[src/rtl/mem_wb_if.sv]
// MEM -> WB stage bus: MEM-side instruction fields in, register-file write port and status out.
interface mem_wb_if #(
  parameter int DATA_W = 32,
  parameter int REG_W  = 7,
  parameter int OP_W   = 5
);
  logic              stall;
  logic              flush;
  logic              in_valid;
  logic [OP_W-1:0]   OpCode;
  logic [REG_W-1:0]  RdWb;
  logic [DATA_W-1:0] AluResult;
  logic [DATA_W-1:0] MemResult;
  logic [REG_W-1:0]  rs_a;
  logic [REG_W-1:0]  rs_b;
  logic              rf_we;
  logic [REG_W-1:0]  rf_waddr;
  logic [DATA_W-1:0] rf_wdata;
  logic              out_valid;
  logic              fwd_a_hit;
  logic              fwd_b_hit;
  logic [15:0]       retire_cnt;
  logic              illegal_op;

  modport master (
    output stall, flush, in_valid, OpCode, RdWb, AluResult, MemResult, rs_a, rs_b,
    input  rf_we, rf_waddr, rf_wdata, out_valid, fwd_a_hit, fwd_b_hit, retire_cnt, illegal_op
  );

  modport slave (
    input  stall, flush, in_valid, OpCode, RdWb, AluResult, MemResult, rs_a, rs_b,
    output rf_we, rf_waddr, rf_wdata, out_valid, fwd_a_hit, fwd_b_hit, retire_cnt, illegal_op
  );
endinterface

[src/rtl/mem_wb_stage.sv]
// MEM/WB pipeline register: writeback select, retire counter, sticky illegal-opcode flag.
// Define WB_FORWARD_EN to enable the writeback-to-decode forwarding compare.
module mem_wb_stage #(
  parameter int DATA_W = 32,
  parameter int REG_W  = 7,
  parameter int OP_W   = 5
) (
  input  logic    clk,
  input  logic    rst_n,
  mem_wb_if.slave bus
);

  logic              valid_q;
  logic              write_q;
  logic [REG_W-1:0]  waddr_q;
  logic [DATA_W-1:0] wdata_q;
  logic [15:0]       cnt_q;
  logic              illegal_q;

  logic [DATA_W-1:0] sel_data;
  logic              cap_write;
  logic              cap_illegal;

  always_comb begin
    sel_data    = '0;
    cap_write   = 1'b0;
    cap_illegal = 1'b0;
    case (bus.OpCode)
      OP_W'(1), OP_W'(6): begin
        sel_data  = bus.MemResult;
        cap_write = 1'b1;
      end
      OP_W'(2), OP_W'(3), OP_W'(4), OP_W'(5), OP_W'(9): begin
        sel_data  = bus.AluResult;
        cap_write = 1'b1;
      end
      OP_W'(0), OP_W'(10): ;
      default: cap_illegal = 1'b1;
    endcase
  end

  always_ff @(posedge clk or negedge rst_n) begin
    if (!rst_n) begin
      valid_q   <= 1'b0;
      write_q   <= 1'b0;
      waddr_q   <= '0;
      wdata_q   <= '0;
      cnt_q     <= '0;
      illegal_q <= 1'b0;
    end else begin
      // Flush kills the held instruction even while everything else is stalled.
      if (bus.flush)
        valid_q <= 1'b0;
      if (!bus.stall) begin
        valid_q <= bus.in_valid & ~bus.flush;
        write_q <= cap_write;
        waddr_q <= bus.RdWb;
        wdata_q <= sel_data;
        if (valid_q && cnt_q != '1)
          cnt_q <= cnt_q + 16'd1;
        if (bus.in_valid && !bus.flush && cap_illegal)
          illegal_q <= 1'b1;
      end
    end
  end

  assign bus.rf_we      = valid_q & write_q & ~bus.stall;
  assign bus.rf_waddr   = waddr_q;
  assign bus.rf_wdata   = wdata_q;
  assign bus.out_valid  = valid_q;
  assign bus.retire_cnt = cnt_q;
  assign bus.illegal_op = illegal_q;

`ifdef WB_FORWARD_EN
  assign bus.fwd_a_hit = bus.rf_we & (waddr_q == bus.rs_a);
  assign bus.fwd_b_hit = bus.rf_we & (waddr_q == bus.rs_b);
`else
  assign bus.fwd_a_hit = 1'b0;
  assign bus.fwd_b_hit = 1'b0;
`endif

endmodule

[src/flat_wrapper.sv]
// flat-port wrapper written by rule: the top's interface ports become plain ports
module mem_wb_stage_flat 
#(
  parameter int DATA_W = 32,
  parameter int REG_W  = 7,
  parameter int OP_W   = 5
)
  (clk, rst_n, bus_stall, bus_flush, bus_in_valid, bus_OpCode, bus_RdWb, bus_AluResult, bus_MemResult, bus_rs_a, bus_rs_b, bus_rf_we, bus_rf_waddr, bus_rf_wdata, bus_out_valid, bus_fwd_a_hit, bus_fwd_b_hit, bus_retire_cnt, bus_illegal_op);
  mem_wb_if #(.DATA_W(DATA_W), .REG_W(REG_W), .OP_W(OP_W)) bus_i ();
  input  logic clk;
  input  logic rst_n;
  input wire logic [$bits(bus_i.stall)-1:0] bus_stall;
  input wire logic [$bits(bus_i.flush)-1:0] bus_flush;
  input wire logic [$bits(bus_i.in_valid)-1:0] bus_in_valid;
  input wire logic [$bits(bus_i.OpCode)-1:0] bus_OpCode;
  input wire logic [$bits(bus_i.RdWb)-1:0] bus_RdWb;
  input wire logic [$bits(bus_i.AluResult)-1:0] bus_AluResult;
  input wire logic [$bits(bus_i.MemResult)-1:0] bus_MemResult;
  input wire logic [$bits(bus_i.rs_a)-1:0] bus_rs_a;
  input wire logic [$bits(bus_i.rs_b)-1:0] bus_rs_b;
  output wire logic [$bits(bus_i.rf_we)-1:0] bus_rf_we;
  output wire logic [$bits(bus_i.rf_waddr)-1:0] bus_rf_waddr;
  output wire logic [$bits(bus_i.rf_wdata)-1:0] bus_rf_wdata;
  output wire logic [$bits(bus_i.out_valid)-1:0] bus_out_valid;
  output wire logic [$bits(bus_i.fwd_a_hit)-1:0] bus_fwd_a_hit;
  output wire logic [$bits(bus_i.fwd_b_hit)-1:0] bus_fwd_b_hit;
  output wire logic [$bits(bus_i.retire_cnt)-1:0] bus_retire_cnt;
  output wire logic [$bits(bus_i.illegal_op)-1:0] bus_illegal_op;
  assign bus_i.stall = bus_stall;
  assign bus_i.flush = bus_flush;
  assign bus_i.in_valid = bus_in_valid;
  assign bus_i.OpCode = bus_OpCode;
  assign bus_i.RdWb = bus_RdWb;
  assign bus_i.AluResult = bus_AluResult;
  assign bus_i.MemResult = bus_MemResult;
  assign bus_i.rs_a = bus_rs_a;
  assign bus_i.rs_b = bus_rs_b;
  assign bus_rf_we = bus_i.rf_we;
  assign bus_rf_waddr = bus_i.rf_waddr;
  assign bus_rf_wdata = bus_i.rf_wdata;
  assign bus_out_valid = bus_i.out_valid;
  assign bus_fwd_a_hit = bus_i.fwd_a_hit;
  assign bus_fwd_b_hit = bus_i.fwd_b_hit;
  assign bus_retire_cnt = bus_i.retire_cnt;
  assign bus_illegal_op = bus_i.illegal_op;
  mem_wb_stage #(.DATA_W(DATA_W), .REG_W(REG_W), .OP_W(OP_W)) u_core (.clk(clk), .rst_n(rst_n), .bus(bus_i));
endmodule
[config.mk]
export PLATFORM = sky130hd
export DESIGN_NAME = mem_wb_stage_flat
export DESIGN_NICKNAME = d
export VERILOG_FILES = /design/src/rtl/mem_wb_if.sv /design/src/rtl/mem_wb_stage.sv /design/src/flat_wrapper.sv
export SDC_FILE = /design/constraint.sdc
export NUM_CORES = 1
export LEC_CHECK = 0
export BUFFER_PORTS_ARGS = -buffer_cell sky130_fd_sc_hd__buf_2
export CORE_MARGIN = 5
export CORE_UTILIZATION = 40
export CTS_CLUSTER_SIZE = 16
export DETAILED_ROUTE_END_ITERATION = 10
export MAX_ROUTING_LAYER = met4
export PLACE_DENSITY = 0.77
export SYNTH_ARGS = -nofsm -noshare
export SYNTH_HDL_FRONTEND = slang
export SYNTH_SLANG_ARGS = --single-unit
[constraint.sdc]
create_clock -name clk -period 1.9 [get_ports clk]
set_clock_uncertainty 0.15 [all_clocks]
set_input_delay 0.38 -clock clk [delete_from_list [all_inputs] [get_ports clk]]
set_output_delay 0.38 -clock clk [all_outputs]
set_load 0.03 [all_outputs]
==> metrics.md, run 1 <==
| Metric | Value |
|---|---|
| Fill count | `about 570` |
| Post-route cell area | `approximately 3800 um^2` |
| Clock Latency Late Sink | `approximately 0.33 ns` |
| Most frequent cells in the layout | `138 x buf_2, 54 x dfrtp_1, 33 x and2_1, 33 x a221o_1, 15 x buf_4` |
| Post-Syn Area | `2730 um^2` |
| Distinct cells, synth | `42` |
| Clk pin slew, worst setup/hold paths | `about 0.07 ns` |
| Cell Count, Final, Fillers Out | `roughly 460` |
| DP Area | `~3600 um^2` |
| Hold Crit Class | `in -> reg` |
| Vias in the first global route | `about 2500` |
| Relative slew margins | `0.505` |
| Clk buf depth | `2` |
| RePlAce Congestion | `0.889` |
| Startpoint class of the critical path | `flop` |
| Cells after Synth | `approximately 220` |
| Highest achievable clock rate | `approximately 0.54 GHz` |
| Cell Count Post-Placement | `around 440` |
| CTS buffer count | `9` |
| Input/output buffers | `between 100 and 150` |
| Register area share after synthesis | `0.532` |
| Initial antenna violation count | `0` |
| Critical setup path kind | `reg -> reg` |
| Clock Root Buffer | `clkbuf_8` |
| Drt via density | `roughly 5.2` |
| Routed len/inst | `about 16 um` |
| WP data arrival | `roughly 1.9 ns` |
| R2R Setup Slk | `~0.064 ns` |
| GRT Overall Usage | `0.185` |
| Critical path data required time | `just under 2 ns` |
| Worst vdd ir | `between 300 and 400 uV` |
| Nets | `471` |
| First-pass iteration count of the detailed router | `4` |
| Pleak | `2.06 nW` |
| Row count | `30` |
| CTS tree | `built` |
| RSZ-0062 raised after global routing | `no` |
| Core area | `~6700 um^2` |
| Detailed Place HPWL | `between 5000 and 6000 um` |
| Outcome | `finished clean` |
| Final hold vios | `0` |
| Ranking of synthesized cells by area | `dfrtp_1 53%, a221o_1 12%, and2_1 7.6%, mux2_2 4.1%, xor2_1 3.2%` |
| Fin. max-slew vios | `0` |
| PwrDens | `about 850 nW/um^2` |
| Initial Utilization | `0.406` |
| Fin crit period | `between 1.5 and 2 ns` |
| Total gr overflow | `0` |
| Largest net degree at the start of global routing | `59` |
| Total power | `approximately 3.2 mW` |
| CP endpoint kind | `flop` |
| Antenna Cells | `0` |
| Final setup fails | `0` |
| Syn-to-layout area delta | `40.2%` |
| Ports | `155` |
| Synth warn | `0` |
| Share of layout cells above drive strength 1 | `0.517` |
| Period utilization | `0.966` |
| DRT iter0 DRCs | `approximately 70` |
| Measured slew at the worst slew-check pin | `roughly 0.74 ns` |
| TNS Setup | `0 ns` |
| Synth area leader | `dfrtp_1` |
| Area share of the leading cell type in the synthesized netlist | `0.532` |
| Routed Antenna Nets | `0` |
| H-Tree Depth | `3` |
| Via count | `~2400` |
| Setup WS post-layout | `~0.064 ns` |
| Die Wd | `slightly above 90 um` |
| Crit-path max FO | `5` |
| Synth Register Bits | `58` |
| Die height | `approximately 93 um` |
| Final WL | `between 7000 and 8000 um` |
| Commonest non-fill, non-tap cell in the layout | `buf_2` |
| Max-cap violations | `0` |
| DRC | `0` |
| First-pass GRT wire length | `between 10000 and 15000 um` |
| DIE AREA | `around 8600 um^2` |
| Post-place setup slack | `-0.493 ns` |
| Mean Syn Cell Area | `approximately 12 um^2` |
| Clock sinks | `58` |
-- layout make-up --
type	instances	area, um^2	area share
flip-flops and latches	58	1460	0.381
multi-input cells	150	1240	0.325
repair buffers	156	845	0.221
clock buffers	11	131	0.0344
well taps	80	100	0.0262
clock inverters	4	45.0	0.0118
-- per-stage QoR --
stage	hold WS (ns)	util
2_1_floorplan	-0.0656	-
3_3_place_gp	0.253	0.537
3_5_place_dp	0.259	0.537
4_1_cts	0.0744	0.567
5_1_grt	0.0786	0.569
6_report	0.0969	0.569
-- what timing repair did --
action,in CTS,in global routing
pin swaps,1,1
endpoints found under the setup margin,32,18
hold buffers,1,0
endpoints found under the hold margin,58,0
cloned,1,0
gates resized for setup,1,1
buffers inserted,0,1
-- worst paths after layout --
| path | endpoint | cells past startpoint | startpoint |
|---|---|---|---|
| worst max register to register | u_core.bus.retire_cnt[12] | 5 | u_core.bus.retire_cnt[1] |
| worst max-delay path | u_core.bus.retire_cnt[12] | 5 | u_core.bus.retire_cnt[1] |
| max in group asynchronous | u_core.bus.rf_wdata[2] | 3 | rst_n |
| worst min register to register | u_core.write_q | 2 | u_core.write_q |
| worst min-delay path | u_core.bus.out_valid | 2 | bus_flush |
| min in group asynchronous | u_core.bus.rf_waddr[2] | 3 | rst_n |
-- logic make-up (layout without fill, tap and decap cells) --
logic type,after synthesis,in the layout,synth area share
buffers and inverters,15,171,0.0340
xor gates and xnor gates,12,12,0.0385
AOI/OAI and AO/OA,46,46,0.152
DFF,58,58,0.532
and+or+nand+nor,75,76,0.183
muxes,13,13,0.0542
other,1,2,0.00138
adders and majority gates,1,1,0.00459
-- worst max-delay path, stage by stage (launching register included) --
cell and delay (ns):
dfrtp_2 0.41, ha_4 0.17, nand4_4 0.15, or3_4 0.38, nor2_1 0.11, mux2_2 0.34
-- synth_stat cells, drive strengths merged --
cell type	count
dfrtp	58
a221o	33
and2	33
buf	11
mux2	11
xor2	10
nor2	7
nand3	6
nand2	5
clkbuf	4
nand4	4
nor3	4
nor4	4
a21oi	3
nor2b	3
o21ai	3
a31oi	2
mux2i	2
nand2b	2
or3	2
xnor2	2
a21o	1
a31o	1
and4	1
and4b	1
conb	1
ha	1
nand4b	1
nor3b	1
o2111a	1
o211ai	1
o21a	1
or2	1
-- registers in the layout (all words and copies together) (netlist names) --
signal	cells
u_core.bus.rf_waddr	7
u_core.bus.rf_wdata	32
u_core.bus.retire_cnt	16
u_core.write_q	1
u_core.bus.illegal_op	1
u_core.bus.out_valid	1
-- power by group --
group	switching, mW	internal (mW)
clock network	0.469	0.592
registers	0.0999	1.34
logic	0.441	0.300
total	1.01	2.24
-- routing by layer --
layer	global-route usage	wire length [um]	up-vias
li1	-	-	1135
met1	0.225	3150	1150
met2	0.305	3740	90
met3	0.0366	447	11
met4	0.0668	114	0
met5	-	0	-
(Power assumes the default switching activity.)
==> run 2, diff against run 1 <==
--- a/config.mk
+++ b/config.mk
@@ -5,11 +5,13 @@
 export SDC_FILE = /design/constraint.sdc
 export NUM_CORES = 1
 export LEC_CHECK = 0
+export ABC_AREA = 1
 export BUFFER_PORTS_ARGS = -buffer_cell sky130_fd_sc_hd__buf_2
 export CORE_MARGIN = 5
-export CORE_UTILIZATION = 40
+export CORE_UTILIZATION = 42
 export CTS_CLUSTER_SIZE = 16
 export DETAILED_ROUTE_END_ITERATION = 10
+export GPL_TIMING_DRIVEN = 0
 export MAX_ROUTING_LAYER = met4
 export PLACE_DENSITY = 0.77
 export SYNTH_ARGS = -nofsm -noshare
==> metrics.md, run 2 <==
| Metric | Value |
|---|---|
| Outcome | `finished with violations` |
| Failing checks | `hold timing` |
| Max reg flops | `32 (unchanged)` |
| RR Endpoint | `u_core.bus.retire_cnt[14]` |
| Routed Antenna Nets | `0 (unchanged)` |
| Syn-to-layout area delta | `33.4%` |
| Area share of the leading cell type in the synthesized netlist | `0.466 (-0.0665)` |
| Fin crit period | `1.83 ns (-0.00681 ns)` |
| Measured slew at the worst slew-check pin | `0.716 ns (-0.0241 ns)` |
| Distinct cells, synth | `26 (-38%)` |
| RePlAce Congestion | `0.800 (-10%)` |
| Worst vdd ir | `308 uV (-13%)` |
| Register area share after synthesis | `0.466 (-0.0665)` |
| Fin. max-slew vios | `0 (unchanged)` |
| Crit path max-delay family | `buffers and inverters` |
| RSZ-0062 raised after global routing | `no` |
| Slowest CP cell | `clkbuf_1` |
| Clock Root Buffer | `clkbuf_8` |
| Critical setup path kind | `in -> out` |
| Reg2Reg Depth | `9 (+4)` |
| Crit-path max FO | `10 (+5)` |
| CTS tree | `built` |
| Nets | `698 (+48%)` |
| Reg-to-reg startpoint | `u_core.bus.retire_cnt[1]` |
| WHS | `-0.0444 ns (-0.141 ns)` |
| Buffers & Inverters on Critical Path | `3 (+3)` |
| Post-synth ARST share | `1.00 (unchanged)` |
| Post-synth EDFFs | `0 (unchanged)` |
| DRC | `0 (unchanged)` |
| R2R Setup Slk | `0.18 ns (+0.12 ns)` |
| Highest achievable clock rate | `0.547 GHz (+0.37%)` |
| Relative slew margins | `0.522 (+0.0177)` |
| Startpoint class of the critical path | `primary input` |
| Row count | `31 (+3.3%)` |
| Drt via density | `4.58 (-12%)` |
| Final WL | `8530 um (+14%)` |
| Top post-synthesis cells by count | `294 x nand2_1, 58 x dfrtp_1, 23 x nor2_1, 16 x inv_1, 11 x nand3_1` |
| Total power | `3.30 mW (+1.7%)` |
| Hold_buf cts | `0 (-1)` |
| Via count | `3230 (+35%)` |
| Core area | `7250 um^2 (+8.0%)` |
| Clk pin slew, worst setup/hold paths | `0.07 ns (about the same)` |
| DRT iter0 DRCs | `75 (+4.2%)` |
| Pleak | `2.51 nW (+22%)` |
| Clock Latency Late Sink | `0.32 ns (about the same)` |
| Cell with the most instances after synthesis | `nand2_1` |
| Initial Utilization | `0.430 (+0.0238)` |
| CP max stage delay | `0.39 ns (-0.02 ns)` |
| Die height | `96.1 um (+3.9%)` |
| H-Tree Depth | `3 (unchanged)` |
| Synth warn | `0 (unchanged)` |
| Antenna Cells | `0 (unchanged)` |
| Total gr overflow | `0 (unchanged)` |
| Most frequent cells in the layout | `294 x nand2_1, 140 x buf_2, 57 x dfrtp_1` |
| Crit path from | `bus_stall` |
| Initial antenna violation count | `0 (unchanged)` |
| DIE AREA | `9240 um^2 (+7.9%)` |
| Synth Register Bits | `58 (unchanged)` |
| Largest net degree at the start of global routing | `59 (unchanged)` |
| Final setup fails | `0 (unchanged)` |
| Critical path data required time | `1.37 ns (-0.59 ns)` |
| Period utilization | `0.963 (-0.00358)` |
| CP most frequent cell | `buf_2` |
| Input/output buffers | `137 (-0.72%)` |
| Main synth FF type | `dfrtp_1` |
| Vias in the first global route | `3239 (+31%)` |
| Die Wd | `96.1 um (+3.9%)` |
| PwrDens | `795 nW/um^2 (-6.5%)` |
| Final hold vios | `58 (+58)` |
| Mean Syn Cell Area | `6.88 um^2 (-44%)` |
| Post-Syn Area | `3120 um^2 (+14%)` |
| CTS buffer count | `9 (unchanged)` |
| Ports | `155 (unchanged)` |
| WP data arrival | `1.30 ns (-0.60 ns)` |
| Detailed Place HPWL | `6720 um (+24%)` |
| CP endpoint kind | `output pin` |
| Worst-path cell chain | `buf_2 -> clkbuf_1 -> nor2_1 -> buf_2` |
| Hold Crit Class | `in -> async` |
| Cells after Synth | `453 (+100%)` |
| Share of layout cells above drive strength 1 | `0.292 (-0.226)` |
| Max-cap violations | `0 (unchanged)` |
| Routed len/inst | `12.1 um (-26%)` |
| Ranking of synthesized cells by area | `dfrtp_1 47%, nand2_1 35%, nor2_1 2.8%, inv_1 1.9%, nand3_1 1.8%` |
| Synth area leader | `dfrtp_1` |
| Commonest non-fill, non-tap cell in the layout | `nand2_1` |
| Clk buf depth | `2 (unchanged)` |
| First-pass GRT wire length | `14200 um (+18%)` |
| First-pass iteration count of the detailed router | `5 (+1)` |
| GRT Overall Usage | `0.200 (+0.0151)` |
| TNS Setup | `0 ns (unchanged)` |
| Clock sinks | `58 (unchanged)` |
[run 2: layout make-up]
cell class,instances,area (um^2)
Clock buffer,9,124
Timing Repair Buffer,137,688
Tap cell,99,124
Multi-Input combinational cell,359,1500
Buffer,19,106
Inverter,18,67.6
Sequential cell,58,1450
Clock inverter,7,93.8
Fill cell,701,3100
[run 2: how the worst max path moves through the flow]
stage | slack [ns] | depth (start not counted) | endpoint
global placement | 0.06 | 4 | bus_rf_we
CTS | 0.07 | 9 | u_core.bus.retire_cnt[6]
floorplan | 0.11 | 9 | u_core.bus.retire_cnt[6]
detailed placement | 0.08 | 4 | bus_rf_we
finish | 0.07 | 4 | bus_rf_we
global route | 0.01 | 4 | bus_rf_we
[run 2: power breakdown]
part,internal (mW),leakage (nW),total (mW),switching (mW)
combinational,0.214,1.63,0.651,0.437
sequential,1.33,0.773,1.41,0.0856
clock,0.735,0.105,1.24,0.503
[run 2: timing repair]
action | 4_1_cts | 5_1_grt
endpoints found under the hold margin | 0 | 0
setup buffers | 0 | 0
endpoints found under the setup margin | 0 | 10
resized for setup | 0 | 2
[run 2: kinds of logic after synthesis]
family | synth area share
simple gates | 0.441
flops | 0.466
xor+xnor | 0.0197
buf+inv | 0.0558
other cells | 0.00120
fa+ha+maj | 0.00402
compound gates | 0.0125
[run 2: routing by layer]
layer	GRT usage	wire length [um]	vias to the layer above
li1	-	-	1662
met1	0.240	3610	1449
met2	0.338	4280	112
met3	0.0407	593	7
met4	0.0616	56	0
met5	-	0	-
[run 2: stage by stage]
step           instance area [um^2]  std cells  utilization  worst slack, ns
6_report                       4160        706        0.573           0.0708
5_1_grt                        4160        706        0.573           0.0109
4_1_cts                        4150        706        0.572           0.0658
3_5_place_dp                   3930        690        0.542           0.0787
3_3_place_gp                   3930        690        0.542           0.0610
2_1_floorplan                  3120        454            -            0.109
